File: config.mk
export PLATFORM = sky130hd
export DESIGN_NAME = mem_access
export DESIGN_NICKNAME = d
export VERILOG_FILES = /design/src/rtl/mem_access.sv
export SDC_FILE = /design/constraint.sdc
export NUM_CORES = 1
export LEC_CHECK = 0
export ABC_AREA = 1
export CORE_MARGIN = 1.5
export CORE_UTILIZATION = 40
export DETAILED_ROUTE_END_ITERATION = 8
export HOLD_SLACK_MARGIN = 0.05
export PLACE_DENSITY = 0.77
export RECOVER_POWER = 100
export SLEW_MARGIN = 20
export SYNTH_ARGS = -nofsm -noshare
export SYNTH_HDL_FRONTEND = slang
export SYNTH_SLANG_ARGS = --single-unit
File: constraint.sdc
create_clock -name clk -period 11.1 [get_ports clk]
set_input_delay 3.33 -clock clk [delete_from_list [all_inputs] [get_ports clk]]
set_output_delay 3.33 -clock clk [all_outputs]
set_load 0.05 [all_outputs]
File: src/rtl/mem_access.sv
// mem_access: RISC-V MEM stage. Runs request/ack data-bus transactions for loads and stores
// and passes other ops through. Optional bus-wait timeout is enabled by defining MEM_TIMEOUT_EN.
module mem_access #(
  parameter int TIMEOUT = 255
) (
  input  logic        clk,
  input  logic        rst,
  input  logic [4:0]  wd_i,
  input  logic        wreg_i,
  input  logic [31:0] wdata_i,
  input  logic [3:0]  memop_i,
  input  logic [31:0] mem_addr_i,
  input  logic [31:0] mem_sdata_i,
  output logic        dbus_req_o,
  output logic        dbus_we_o,
  output logic [31:0] dbus_addr_o,
  output logic [3:0]  dbus_sel_o,
  output logic [31:0] dbus_wdata_o,
  input  logic [31:0] dbus_rdata_i,
  input  logic        dbus_ack_i,
  output logic        stall_req_o,
  output logic [4:0]  wd_o,
  output logic        wreg_o,
  output logic [31:0] wdata_o,
  output logic        err_o
);

  typedef enum logic [1:0] {
    IDLE = 2'b00,
    BUSY = 2'b01,
    DONE = 2'b10
  } state_e;

  state_e      state_q, state_d;
  logic [31:0] addr_q, addr_d;
  logic [31:0] wdata_q, wdata_d;
  logic [31:0] rdata_q, rdata_d;
  logic [3:0]  sel_q, sel_d;
  logic        we_q, we_d;
  logic        to_q, to_d;

  logic        is_load_s, is_store_s, is_unsigned_s, is_mem_s, misaligned_s;
  logic [1:0]  size_s;
  logic [3:0]  lane_sel_s;
  logic [31:0] lane_wdata_s;
  logic [31:0] shifted_s, load_s;
  logic        stall_s, wreg_s, err_s, limit_s;
  logic [31:0] wdata_s;

  // Decode memop into direction, access size (0 byte, 1 half, 2 word) and signedness
  always_comb begin
    is_load_s     = 1'b0;
    is_store_s    = 1'b0;
    is_unsigned_s = 1'b0;
    size_s        = 2'd0;
    case (memop_i)
      4'b0001: begin is_load_s = 1'b1; size_s = 2'd0; end
      4'b0010: begin is_load_s = 1'b1; size_s = 2'd1; end
      4'b0011: begin is_load_s = 1'b1; size_s = 2'd2; end
      4'b0100: begin is_load_s = 1'b1; size_s = 2'd0; is_unsigned_s = 1'b1; end
      4'b0101: begin is_load_s = 1'b1; size_s = 2'd1; is_unsigned_s = 1'b1; end
      4'b1000: begin is_store_s = 1'b1; size_s = 2'd0; end
      4'b1001: begin is_store_s = 1'b1; size_s = 2'd1; end
      4'b1010: begin is_store_s = 1'b1; size_s = 2'd2; end
      default: begin is_load_s = 1'b0; is_store_s = 1'b0; end
    endcase
    is_mem_s     = is_load_s | is_store_s;
    misaligned_s = ((size_s == 2'd1) && mem_addr_i[0]) ||
                   ((size_s == 2'd2) && (mem_addr_i[1:0] != 2'b00));
  end

  // Byte-lane enables and lane-replicated store data
  always_comb begin
    lane_sel_s   = 4'b1111;
    lane_wdata_s = mem_sdata_i;
    case (size_s)
      2'd0: begin
        lane_sel_s   = 4'b0001 << mem_addr_i[1:0];
        lane_wdata_s = {4{mem_sdata_i[7:0]}};
      end
      2'd1: begin
        lane_sel_s   = 4'b0011 << mem_addr_i[1:0];
        lane_wdata_s = {2{mem_sdata_i[15:0]}};
      end
      default: begin
        lane_sel_s   = 4'b1111;
        lane_wdata_s = mem_sdata_i;
      end
    endcase
  end

  // Load extraction; EX/MEM inputs are frozen during the access so addr/memop are still valid here
  always_comb begin
    shifted_s = rdata_q >> {mem_addr_i[1:0], 3'b000};
    load_s    = shifted_s;
    case (size_s)
      2'd0: load_s = is_unsigned_s ? {24'd0, shifted_s[7:0]}
                                   : {{24{shifted_s[7]}}, shifted_s[7:0]};
      2'd1: load_s = is_unsigned_s ? {16'd0, shifted_s[15:0]}
                                   : {{16{shifted_s[15]}}, shifted_s[15:0]};
      default: load_s = shifted_s;
    endcase
  end

`ifdef MEM_TIMEOUT_EN
  localparam int CW = ($clog2(TIMEOUT + 1) > 8) ? $clog2(TIMEOUT + 1) : 8;
  logic [CW-1:0] cnt_q, cnt_d;

  assign limit_s = (cnt_q == CW'(TIMEOUT - 1));

  // Wait counter: held clear outside BUSY, counts BUSY cycles without ack
  always_comb begin
    cnt_d = cnt_q;
    if (state_q != BUSY) begin
      cnt_d = {CW{1'b0}};
    end else if (!dbus_ack_i) begin
      cnt_d = cnt_q + {{(CW-1){1'b0}}, 1'b1};
    end else begin
      cnt_d = cnt_q;
    end
  end

  // Wait counter register
  always_ff @(posedge clk or posedge rst) begin
    if (rst) begin
      cnt_q <= {CW{1'b0}};
    end else begin
      cnt_q <= cnt_d;
    end
  end
`else
  logic timeout_unused_s;
  assign timeout_unused_s = (TIMEOUT != 0);
  assign limit_s          = 1'b0;
`endif

  // FSM next state, bus register loads and writeback outputs
  always_comb begin
    state_d = state_q;
    addr_d  = addr_q;
    we_d    = we_q;
    sel_d   = sel_q;
    wdata_d = wdata_q;
    rdata_d = rdata_q;
    to_d    = to_q;
    stall_s = 1'b0;
    wreg_s  = wreg_i;
    wdata_s = wdata_i;
    err_s   = 1'b0;
    case (state_q)
      IDLE: begin
        to_d = 1'b0;
        if (is_mem_s && misaligned_s) begin
          err_s  = 1'b1;
          wreg_s = 1'b0;
        end else if (is_mem_s) begin
          stall_s = 1'b1;
          wreg_s  = 1'b0;
          addr_d  = {mem_addr_i[31:2], 2'b00};
          we_d    = is_store_s;
          sel_d   = lane_sel_s;
          wdata_d = lane_wdata_s;
          state_d = BUSY;
        end else begin
          state_d = IDLE;
        end
      end
      BUSY: begin
        stall_s = 1'b1;
        wreg_s  = 1'b0;
        if (dbus_ack_i) begin
          rdata_d = dbus_rdata_i;
          state_d = DONE;
        end else if (limit_s) begin
          to_d    = 1'b1;
          state_d = DONE;
        end else begin
          state_d = BUSY;
        end
      end
      DONE: begin
        state_d = IDLE;
        if (to_q) begin
          err_s   = 1'b1;
          wreg_s  = 1'b0;
          wdata_s = 32'd0;
        end else if (is_load_s) begin
          wreg_s  = wreg_i;
          wdata_s = load_s;
        end else begin
          wreg_s  = 1'b0;
        end
      end
      default: state_d = IDLE;
    endcase
  end

  // State and bus-side registers
  always_ff @(posedge clk or posedge rst) begin
    if (rst) begin
      state_q <= IDLE;
      addr_q  <= 32'd0;
      we_q    <= 1'b0;
      sel_q   <= 4'd0;
      wdata_q <= 32'd0;
      rdata_q <= 32'd0;
      to_q    <= 1'b0;
    end else begin
      state_q <= state_d;
      addr_q  <= addr_d;
      we_q    <= we_d;
      sel_q   <= sel_d;
      wdata_q <= wdata_d;
      rdata_q <= rdata_d;
      to_q    <= to_d;
    end
  end

  // Combinational outputs are gated so everything reads 0 while reset is held
  assign dbus_req_o   = ~rst & (state_q == BUSY);
  assign dbus_we_o    = we_q;
  assign dbus_addr_o  = addr_q;
  assign dbus_sel_o   = sel_q;
  assign dbus_wdata_o = wdata_q;
  assign stall_req_o  = ~rst & stall_s;
  assign wd_o         = rst ? 5'd0 : wd_i;
  assign wreg_o       = ~rst & wreg_s;
  assign wdata_o      = rst ? 32'd0 : wdata_s;
  assign err_o        = ~rst & err_s;

endmodule
==> results of run 1 <==
==> layout by cell type (no fill, tap or decap), types with 8 or more instances in the layout <==
cell type | netlist | final
sky130_fd_sc_hd__dlygate4sd3_1 | 0 | 107
sky130_fd_sc_hd__a21oi_1 | 43 | 43
sky130_fd_sc_hd__o21ai_0 | 62 | 65
sky130_fd_sc_hd__inv_1 | 54 | 56
sky130_fd_sc_hd__o211ai_1 | 8 | 8
sky130_fd_sc_hd__o21bai_1 | 16 | 16
sky130_fd_sc_hd__clkdlybuf4s50_1 | 0 | 141
sky130_fd_sc_hd__nor2_1 | 27 | 27
sky130_fd_sc_hd__nand2_1 | 369 | 370
sky130_fd_sc_hd__nand3_1 | 43 | 43
sky130_fd_sc_hd__dfrtp_1 | 101 | 101
sky130_fd_sc_hd__clkbuf_16 | 0 | 9
==> final cells by class <==
| type | instances | share of cell area |
|---|---|---|
| inverters | 59 | 0.02649 |
| clock buffers | 10 | 0.02724 |
| repair buffers | 257 | 0.3024 |
| flip-flops and latches | 101 | 0.3006 |
| well taps | 180 | 0.02679 |
| multi-input cells | 595 | 0.3078 |
| clock inverters | 6 | 0.008632 |
==> metrics by stage <==
stage | hold slack [ns] | cell area [µm²]
5_1_grt | 0.4843 | 8407
4_1_cts | 0.4750 | 8418
6_report | 0.4631 | 8407
2_1_floorplan | 0.4492 | 5622
3_3_place_gp | 0.4527 | 8117
3_5_place_dp | 0.4577 | 8117
==> path summary, 6_finish.rpt <==
check	start	end	cells past startpoint
setup / recovery	memop_i[1]	wdata_o[20]	9
hold / removal	dbus_wdata_o[22]	dbus_wdata_o[22]	2
setup reg to reg	state_q[0]	state_q[0]	6
hold reg to reg	dbus_wdata_o[22]	dbus_wdata_o[22]	2
max in group asynchronous	rst	dbus_wdata_o[28]	3
min in group asynchronous	rst	rdata_q[18]	2
==> per-layer routing <==
metal | vias up | share of wire | global-route usage
li1 | 2981 | - | -
met1 | 2666 | 0.41 | 0.3220
met2 | 257 | 0.47 | 0.4251
met3 | 37 | 0.084 | 0.06861
met4 | 0 | 0.028 | 0.09338
met5 | - | 0 | 0
==> worst reg2reg max path: cells and delay by family (launching register included) <==
family,cells,cell delay (ns)
AO/OA/AOI/OAI,1,0.47
buffers and inverters,2,2.39
flip-flops,1,0.40
AND/OR/NAND/NOR,3,0.30
==> logic make-up after synthesis <==
| kind of cell | after synthesis | share of synthesized area |
|---|---|---|
| AO/OA/AOI/OAI | 142 | 0.1410 |
| buffers and inverters | 111 | 0.09064 |
| flip-flops | 101 | 0.4499 |
| other | 1 | 0.0006675 |
| AND/OR/NAND/NOR | 451 | 0.3178 |
==> sequential cells by signal (all words and copies together) (netlist names) <==
signal        count
dbus_sel_o        4
dbus_wdata_o     32
dbus_addr_o      30
rdata_q          32
dbus_we_o         1
state_q           2
==> power by group through the flow <==
stage / clock (µW) / combinational, µW / sequential [µW]
after global placement: 0 / 1140 / 646
after CTS: 328 / 1160 / 647
final: 324 / 1110 / 643
after floorplan: 0 / 337 / 1060
after global routing: 346 / 1190 / 665
after detailed placement: 0 / 1160 / 651
==> impl_metrics.env, run 1 <==
export IMPL_timing_final_ws_setup_ns=0.9985
export IMPL_post_layout_nonfiller_instances=1208
export IMPL_critical_path_peak_fanout=47
export IMPL_drive_above_1_share=0.03502
export IMPL_power_report_internal_total_uw=1054
export IMPL_first_pass_iters=8
export IMPL_preCtsSetupSlack_ns=1.182
export IMPL_cts_root_to_sink_buffers=2
export IMPL_ff2ff_setup_slack_ns=7.22
export IMPL_hold_path_class="reg -> reg"
export IMPL_outcome="finished, violations left"
export IMPL_timing_critical_path_max_delay_family="buffers and inverters"
export IMPL_yosys_warnings=0
export IMPL_core_rowCount=43
export IMPL_avgViaCountPerCell=4.918
export IMPL_critical_path_slowest_cell="sky130_fd_sc_hd__dlygate4sd3_1"
export IMPL_power_share_combinational=0.534
export IMPL_grt_overflow=0
export IMPL_distinct_cells_synth=29
export IMPL_synth_avg_cell_area_um2=6.970
export IMPL_worstSetupEndpointType="output pin"
export IMPL_synth_edf_count=0
export IMPL_netlist_top_cells_area="sky130_fd_sc_hd__dfrtp_1 45%, sky130_fd_sc_hd__nand2_1 25%, sky130_fd_sc_hd__o21ai_0 5.5%, sky130_fd_sc_hd__a21oi_1 3.8%, sky130_fd_sc_hd__nand3_1 3.8%"
export IMPL_timing_critical_path_mode_cell="sky130_fd_sc_hd__dlygate4sd3_1"
export IMPL_cts_buffers=9
export IMPL_yosys_register_bits=101
export IMPL_num_fill_cells=1315
export IMPL_drt_first_iter_violations=514
export IMPL_vias_in_the_first_global_route=5534
export IMPL_layout_worst_path_cycle_share=0.9100
export IMPL_port_buffer_count=248
export IMPL_hpwl_um=13540
export IMPL_ant_nets=0
export IMPL_finalClockSkew_ns=0.007295
export IMPL_seqPwrFrac=0.310
export IMPL_cts_clk_slew_worst_paths_ns=0.07
export IMPL_place_gp_congestion=0.9410
export IMPL_vias=5941
export IMPL_finalCoreUtilization=0.6104
export IMPL_critPathRequiredTime_ns=7.77
export IMPL_wl_um=18640
export IMPL_grt_pass1_wl_um=29110
export IMPL_clk_root_buffer_cell="sky130_fd_sc_hd__clkbuf_16"
export IMPL_p_switching_uw=1022
export IMPL_synth_async_reset_ratio=1.000
export IMPL_post_cts_resized_instances=0
export IMPL_finalNetCount=1164
export IMPL_pwr_share_clk=0.156
export IMPL_routed_wire_length_per_instance_um=15.43
export IMPL_critical_path_arrival_ns=6.77
export IMPL_p_sw_frac=0.4923
export IMPL_antenna_found_initial=0
export IMPL_power_per_cell_area_mw_per_mm2=246.9
export IMPL_slew_hr=-1.263
export IMPL_grt_total_usage=0.2565
export IMPL_pin_count=251
export IMPL_clock_sink_count=101
export IMPL_initial_core_util=0.4079
export IMPL_synth_ff_type="sky130_fd_sc_hd__dfrtp_1"
export IMPL_violated_checks="capacitance limit, slew limit"
export IMPL_core_region_area_mm2=0.01377
export IMPL_critical_path_class="in -> out"
export IMPL_clock_fmax_mhz=99.00
export IMPL_drc_errors=0
export IMPL_cts_post_setup_buffers_inserted=0
export IMPL_post_cts_hold_buffer_count=0
export IMPL_cp_slowest_stage_delay_ns=0.90
export IMPL_synth_top_area_frac=0.4499
export IMPL_chip_height_um=121.5
export IMPL_post_synth_top_count_cell="sky130_fd_sc_hd__nand2_1"
export IMPL_setup_total_neg_slack_ns=0
export IMPL_synth_seq_area_share=0.4499
export IMPL_die_area_mm2=0.01476
export IMPL_max_vdd_ir_drop_uv=99.89
export IMPL_timing_final_crit_period_ns=10.10
export IMPL_synthDominantAreaCellType="sky130_fd_sc_hd__dfrtp_1"
export IMPL_p_total_uw=2075
export IMPL_finalHoldViolCount=0
export IMPL_multiInputGateArea_mm2=0.002587
export IMPL_timing_critical_path_cells="dlygate4sd3_1 > inv_1 > nand3_1 > nand2_1 > nand3b_2 > inv_2 > o21bai_1 > a21oi_1 > dlygate4sd3_1"
export IMPL_antennaDiodeCount=0
export IMPL_post_synth_top_cells="369 x sky130_fd_sc_hd__nand2_1, 101 x sky130_fd_sc_hd__dfrtp_1, 62 x sky130_fd_sc_hd__o21ai_0"
export IMPL_post_synth_inst_count=806
export IMPL_worst_pin_slew_ns=3.395
export IMPL_maxCapViolCount=3
export IMPL_die_width_um=121.5
export IMPL_dp_cells=1192
export IMPL_grt_setup_unrepaired="no"
export IMPL_setup_viol=0
export IMPL_maximum_number_of_pins_on_one_net_before_global_route_repair=79
export IMPL_path_buf_inv=4
export IMPL_finalMaxSlewViolations=192
export IMPL_ff_latch_area_mm2=0.002527
export IMPL_startpoint_type="primary input"
export IMPL_htreeDepth=3
export IMPL_layout_area_overhead_vs_synth_pct=49.64
export IMPL_tritoncts_clock_tree="yes"
export IMPL_mappedNetlistArea_mm2=0.005618
export IMPL_insertion_delay_ns=0.35
export IMPL_power_leakage_uw=0.004242
No activity file was read; power rests on OpenSTA's default activity.
==> run 2: changes to the inputs <==
--- a/config.mk
+++ b/config.mk
@@ -6,6 +6,7 @@
 export NUM_CORES = 1
 export LEC_CHECK = 0
 export ABC_AREA = 1
+export CAP_MARGIN = 10
 export CORE_MARGIN = 1.5
 export CORE_UTILIZATION = 40
 export DETAILED_ROUTE_END_ITERATION = 8
==> results of run 2 <==
Same layout as run 1: the final DEF is identical, and so are final timing and power.
